===== config.mk =====
export PLATFORM = sky130hd
export DESIGN_NAME = lsu_mem_stage
export DESIGN_NICKNAME = d
export VERILOG_FILES = /design/src/rtl/lsu_mem_stage_pkg.sv /design/src/rtl/lsu_mem_stage_lane.sv /design/src/rtl/lsu_mem_stage.sv
export SDC_FILE = /design/constraint.sdc
export NUM_CORES = 1
export LEC_CHECK = 0
export ABC_AREA = 1
export BUFFER_PORTS_ARGS = -buffer_cell sky130_fd_sc_hd__buf_2
export CORE_MARGIN = 2
export CORE_UTILIZATION = 30
export DETAILED_ROUTE_END_ITERATION = 6
export PLACE_DENSITY = 0.62
export SETUP_SLACK_MARGIN = 0.02
export SLEW_MARGIN = 30
export SYNTH_ARGS = -nofsm -noshare
export SYNTH_HDL_FRONTEND = slang
export SYNTH_HIERARCHICAL = 1
export SYNTH_SLANG_ARGS = --single-unit

===== constraint.sdc =====
create_clock -name clk -period 1.5 [get_ports clk]
set_input_delay 0.075 -clock clk [delete_from_list [all_inputs] [get_ports clk]]
set_output_delay 0.075 -clock clk [all_outputs]
set_load 0.01 [all_outputs]

===== src/rtl/lsu_mem_stage_pkg.sv =====
// Shared load/store definitions: Funct3 encodings, FSM states, byte-enable patterns
// and the access-size helpers used by the LSU and its lane logic.
package lsu_mem_stage_pkg;

    localparam logic [2:0] F3_B  = 3'b000;
    localparam logic [2:0] F3_H  = 3'b001;
    localparam logic [2:0] F3_W  = 3'b010;
    localparam logic [2:0] F3_BU = 3'b100;
    localparam logic [2:0] F3_HU = 3'b101;

    localparam logic [3:0] BE_BYTE = 4'b0001;
    localparam logic [3:0] BE_HALF = 4'b0011;
    localparam logic [3:0] BE_WORD = 4'b1111;

    typedef enum logic [1:0] {
        IDLE = 2'b00,
        REQ  = 2'b01,
        DONE = 2'b10
    } lsuState_e;

    typedef enum logic [1:0] {
        ACC_BYTE,
        ACC_HALF,
        ACC_WORD
    } accSize_e;

    // Reserved encodings (011, 110, 111) fall through to a word access.
    function automatic accSize_e accessSize(input logic [2:0] funct3);
        case (funct3)
            F3_B, F3_BU: return ACC_BYTE;
            F3_H, F3_HU: return ACC_HALF;
            default:     return ACC_WORD;
        endcase
    endfunction

    function automatic logic isMisaligned(input logic [2:0] funct3, input logic [1:0] addrLo);
        case (accessSize(funct3))
            ACC_HALF: return addrLo[0];
            ACC_WORD: return |addrLo;
            default:  return 1'b0;
        endcase
    endfunction

    // Low address bits that matter for the access size; the rest are forced to alignment.
    function automatic logic [1:0] alignedLane(input logic [2:0] funct3, input logic [1:0] addrLo);
        case (accessSize(funct3))
            ACC_BYTE: return addrLo;
            ACC_HALF: return {addrLo[1], 1'b0};
            default:  return 2'b00;
        endcase
    endfunction

endpackage


===== src/rtl/lsu_mem_stage_lane.sv =====
// lsu_lane: combinational byte-enable generation, store-data replication
// and load lane select with sign/zero extension.
module lsu_lane
    import lsu_mem_stage_pkg::*;
(
    input  logic [2:0]  storeFunct3,
    input  logic [1:0]  storeAddrLo,
    input  logic [31:0] storeData,
    output logic [3:0]  byteEn,
    output logic [31:0] storeWord,
    input  logic [2:0]  loadFunct3,
    input  logic [1:0]  loadAddrLo,
    input  logic [31:0] loadWord,
    output logic [31:0] loadResult
);

    logic [1:0]  storeLane;
    logic [1:0]  loadLane;
    logic [7:0]  byteSel;
    logic [15:0] halfSel;
    logic        signFill;

    // NOTE: every output gets a default before the case so no path can infer a latch.
    always_comb begin
        storeLane = alignedLane(storeFunct3, storeAddrLo);
        byteEn    = BE_WORD;
        storeWord = storeData;
        case (accessSize(storeFunct3))
            ACC_BYTE: begin
                byteEn    = BE_BYTE << storeLane;
                storeWord = {4{storeData[7:0]}};
            end
            ACC_HALF: begin
                byteEn    = BE_HALF << storeLane;
                storeWord = {2{storeData[15:0]}};
            end
            default: ;
        endcase
    end

    always_comb begin
        loadLane   = alignedLane(loadFunct3, loadAddrLo);
        byteSel    = loadWord[8*loadLane +: 8];
        halfSel    = loadLane[1] ? loadWord[31:16] : loadWord[15:0];
        signFill   = 1'b0;
        loadResult = loadWord;
        case (accessSize(loadFunct3))
            ACC_BYTE: begin
                signFill   = ~loadFunct3[2] & byteSel[7];
                loadResult = {{24{signFill}}, byteSel};
            end
            ACC_HALF: begin
                signFill   = ~loadFunct3[2] & halfSel[15];
                loadResult = {{16{signFill}}, halfSel};
            end
            default: ;
        endcase
    end

endmodule


===== src/rtl/lsu_mem_stage.sv =====
// MEM-stage load/store unit: req/ack bus FSM with timeout abort and pipeline stall.
// Optional MISALIGN_TRAP_EN adds a Misaligned output and suppresses misaligned accesses.
module lsu_mem_stage
    import lsu_mem_stage_pkg::*;
#(
    parameter int TIMEOUT = 16,
    parameter int CNT_W   = 5
) (
    input  logic        clk,
    input  logic        reset,
    input  logic        MemReadM,
    input  logic        MemWriteM,
    input  logic [2:0]  Funct3M,
    input  logic [31:0] ALUResultM,
    input  logic [31:0] WriteDataM,
    output logic [31:0] ReadData,
    output logic        StallM,
    output logic        BusErr,
    output logic        bus_req,
    output logic        bus_we,
    output logic [31:0] bus_addr,
    output logic [3:0]  bus_be,
    output logic [31:0] bus_wdata,
    input  logic        bus_ack,
    input  logic [31:0] bus_rdata
`ifdef MISALIGN_TRAP_EN
    ,
    output logic        Misaligned
`endif
);

    lsuState_e        state, stateNext;
    logic [CNT_W-1:0] reqCnt;
    logic             weQ;
    logic             loadQ;
    logic [2:0]       funct3Q;
    logic [1:0]       addrLoQ;
    logic             opValid;
    logic             trapOp;
    logic             startOp;
    logic             abortOp;
    logic [3:0]       laneBe;
    logic [31:0]      laneWdata;
    logic [31:0]      laneLoad;

    assign opValid = MemReadM | MemWriteM;

`ifdef MISALIGN_TRAP_EN
    assign trapOp     = opValid && isMisaligned(Funct3M, ALUResultM[1:0]);
    assign Misaligned = (state == IDLE) && trapOp;
`else
    assign trapOp = 1'b0;
`endif

    lsu_lane uLane (
        .storeFunct3 (Funct3M),
        .storeAddrLo (ALUResultM[1:0]),
        .storeData   (WriteDataM),
        .byteEn      (laneBe),
        .storeWord   (laneWdata),
        .loadFunct3  (funct3Q),
        .loadAddrLo  (addrLoQ),
        .loadWord    (bus_rdata),
        .loadResult  (laneLoad)
    );

    // StallM drops in DONE so the retiring instruction leaves MEM; its ops are ignored there.
    always_comb begin
        stateNext = state;
        StallM    = 1'b0;
        startOp   = 1'b0;
        abortOp   = 1'b0;
        case (state)
            IDLE: begin
                if (opValid && !trapOp) begin
                    startOp   = 1'b1;
                    StallM    = 1'b1;
                    stateNext = REQ;
                end
            end
            REQ: begin
                StallM = 1'b1;
                if (bus_ack) begin
                    stateNext = DONE;
                end else if (reqCnt == CNT_W'(TIMEOUT - 1)) begin
                    abortOp   = 1'b1;
                    stateNext = DONE;
                end
            end
            DONE:    stateNext = IDLE;
            default: stateNext = IDLE;
        endcase
    end

    assign bus_req = (state == REQ);
    assign bus_we  = bus_req && weQ;

    // NOTE: sequential state uses non-blocking assignments so every register samples pre-edge values.
    always_ff @(posedge clk) begin
        if (reset) begin
            state     <= IDLE;
            reqCnt    <= '0;
            weQ       <= 1'b0;
            loadQ     <= 1'b0;
            funct3Q   <= '0;
            addrLoQ   <= '0;
            bus_addr  <= '0;
            bus_be    <= '0;
            bus_wdata <= '0;
            ReadData  <= '0;
            BusErr    <= 1'b0;
        end else begin
            state  <= stateNext;
            BusErr <= abortOp;
            if (startOp) begin
                reqCnt    <= '0;
                bus_addr  <= {ALUResultM[31:2], 2'b00};
                bus_be    <= laneBe;
                bus_wdata <= laneWdata;
                weQ       <= MemWriteM;
                loadQ     <= ~MemWriteM;
                funct3Q   <= Funct3M;
                addrLoQ   <= ALUResultM[1:0];
            end else if (state == REQ) begin
                reqCnt <= reqCnt + 1'b1;
            end
            if (state == REQ && loadQ) begin
                if (bus_ack) begin
                    ReadData <= laneLoad;
                end else if (abortOp) begin
                    ReadData <= '0;
                end
            end
        end
    end

endmodule


==> metrics.cfg <==
[yosys]
synthMostInstantiatedCell=nand2_1
synth.area.mux_share_pct=0
synth_flop_cell=dfxtp_1
synth_top_family_by_area=simple AND/OR/NAND/NOR gates
synth.distinct_cells=32
netlist_area_um2=5440
synthArstFlopShare_pct=0
yosysTopAreaCellShare_pct=41.6
ys_warn_count=6
synthAdderAreaFrac_pct=0.460
ys_ff_latch=113
synth_top_area_cell=dfxtp_1
synth_xor_area_share_pct=0.161
yosysSeqAreaShare_pct=41.6
synthTopCellsByCount=nand2_1 (253), dfxtp_1 (113), nor2_1 (84)
ys_top_cells_by_area=dfxtp_1 (42%), nand2_1 (17%), nor2_1 (5.8%)
synth.avg_cell_area_um2=7.22
synth_compound_area_share_pct=8.94
yosys.area_share.simple_pct=38.7
synthCells=754
synth_edf_count=0

[clocking]
insertion_delay_ns=0.42
cts.htree.levels=4
clkTransAtPathRegs_ns=0.05
cts.sinks=113
root_buffer=clkbuf_16
numCtsBuffers=17
cts_tree=yes
cts.path.max_buffers=2

[floorplan]
die_h_um=139
die_x_um=139
io_pins=208
fp.coreArea_um2=17900
dieArea_um2=19200
row_count=49
start_util_pct=30.4

[grt]
grt_usage_pct=18.5
grt_pass1_vias=5806
grt-ovfl-total=0
grt_antenna_before_repair=0
grt_pass1_wl_um=28500
grt_start_max_net_pins=35

[hold_path]
hold_path.class=in2reg

[power]
swShare_pct=28.7
pwr-share-seq_pct=35.0
p_leak_nw=4.02
ir_drop_uv=847
intPower_mw=6.91
pwr-share-clk_pct=43.3
net-switching-power_mw=2.78
powerDensity_nw_per_um2=1190
comb_power_share_pct=21.7

[sta]
rsz0062_at_grt=yes
worst_slack_ns=-0.00482
clock_skew_ns=0.00908
hold_viol=0
fmax_mhz=665
setup_viol=3
tns_ns=-0.00845
hold_ws_ns=0.0105
maxSlewViolCount=0
period_share_pct=100
post-route-min-period_ns=1.50

[finish]
nets=1132
regArea_um2=2270
multi_input_area_um2=2730
layoutNonFillerInstCount=1268
fin_area_um2=8130
diodes=0
area_growth_pct=49.4
utilization_pct=45.4
fill_cells=1811
drive_above_1_share_pct=36.5

[worst_setup_path]
crit_family=simple AND/OR/NAND/NOR gates
max_stage_delay_ns=0.36
cp_slowest_cell=dfxtp_4
critPathBufInv=2
crit_type=reg2reg
cp-end-kind=register
path_common_cell=nand2_2
crit_fanout=9
worstPathCellList=inv_4 -> nand2_4 -> nand2_2 -> nand3_1 -> nand2_2 -> nand3_4 -> clkbuf_16 -> nand3_2 -> nand4_1 -> a21oi_1
worst_setup_path_start_kind=register
worstPathRequired_ns=1.84
arrival_ns=1.85

[routing]
vias=6037
totalWireLength_um=18500
via_per_inst=4.76
ant_nets=0
drc=0
dr.pass1.iters=5
wl_per_cell_um=14.6
drt_iter0_markers=350

[placement]
place_area_um2=6670
dp.cells=1163
gp_congestion=0.875
portBuffers=205
hpwl_um=12300

[run_status]
violations=setup timing
status=finished, violations left

[run]
cap_viol_max_count=0

==> what timing repair did <==
action / in CTS / in global routing
endpoints found under the setup margin: 33 / 39
pin swaps: 1 / 20
hold buffers: 49 / 0
gates cloned: 1 / 4
setup buffers: 7 / 12
hold endpoints to repair: 49 / 0
resized for setup: 3 / 38
==> flip-flops by register name, indices dropped and copies added (netlist names) <==
signal / count
BusErr: 1
bus_be: 4
bus_addr: 30
addrLoQ: 2
weQ: 1
state: 2
reqCnt: 5
bus_wdata: 32
ReadData: 32
funct3Q: 3
loadQ: 1
==> logic make-up (layout without fill, tap and decap cells) <==
family,after synthesis,in the layout
and+or+nand+nor,454,455
DFF,113,113
AOI/OAI and AO/OA,93,93
other,1,2
adders and majority gates,2,2
buffers and inverters,90,373
xor gates and xnor gates,1,1
==> worst reg2reg max path, stage by stage, from the launching register on <==
cell and delay [ns]:
dfxtp_4 0.36, inv_4 0.08, nand2_4 0.07, nand2_2 0.07
nand3_1 0.09, nand2_2 0.12, nand3_4 0.13, clkbuf_16 0.20
nand3_2 0.06, nand4_1 0.09, a21oi_1 0.15
==> final cells by class <==
type                    instances  share of cell area, %
repair buffers                308                   25.9
clock inverters                 9                   1.60
well taps                     229                   3.52
flip-flops and latches        113                   27.9
inverters                      33                   1.55
clock buffers                  23                   5.88
multi-input cells             553                   33.6
==> power groups by stage <==
stage	sequential, mW	combinational (mW)	clock, mW
floorplan	3.53	1.08	0
global placement	3.43	1.82	0
detailed placement	3.44	1.83	0
CTS	3.38	1.99	4.28
global route	3.42	2.32	4.41
finish	3.39	2.11	4.19
==> routing by layer <==
| metal | up-vias | wire, um | part of all wire (%) | GRT usage (%) |
|---|---|---|---|---|
| met5 | - | 0 | 0 | 0 |
| met4 | 0 | 380 | 2.1 | 7.60 |
| met1 | 2761 | 7610 | 41 | 21.6 |
| met3 | 27 | 1650 | 8.9 | 6.01 |
| met2 | 269 | 8830 | 48 | 31.3 |
| li1 | 2980 | - | - | - |
==> path summary, 6_finish.rpt <==
kind                  startpoint            end  slack [ns]  cells past startpoint
hold / removal    WriteDataM[17]  bus_wdata[17]        0.01                      5
setup / recovery      funct3Q[1]   ReadData[21]      -0.005                     10
hold reg to reg     bus_addr[31]   bus_addr[31]        0.44                      2
setup reg to reg      funct3Q[1]   ReadData[21]      -0.005                     10
==> through the flow <==
step	total power [mW]	worst slack, ns
3_3_place_gp	5.25	-0.00239
3_5_place_dp	5.26	-0.0424
5_1_grt	10.1	-0.0946
6_report	9.69	-0.00482
2_1_floorplan	4.61	0.0879
4_1_cts	9.65	0.000258
==> layout by cell type (no fill, tap or decap), types with 26 or more instances in the layout <==
cell and instances:
dfxtp_1 107, nor2_1 81, nand2_2 30, a21oi_1 37, buf_4 41, o21ai_0 40, nand4_1 32, dlygate4sd3_1 49
buf_2 205, nand3_1 26, nand2_1 235
Note: power is estimated with default switching activity, not from simulation.
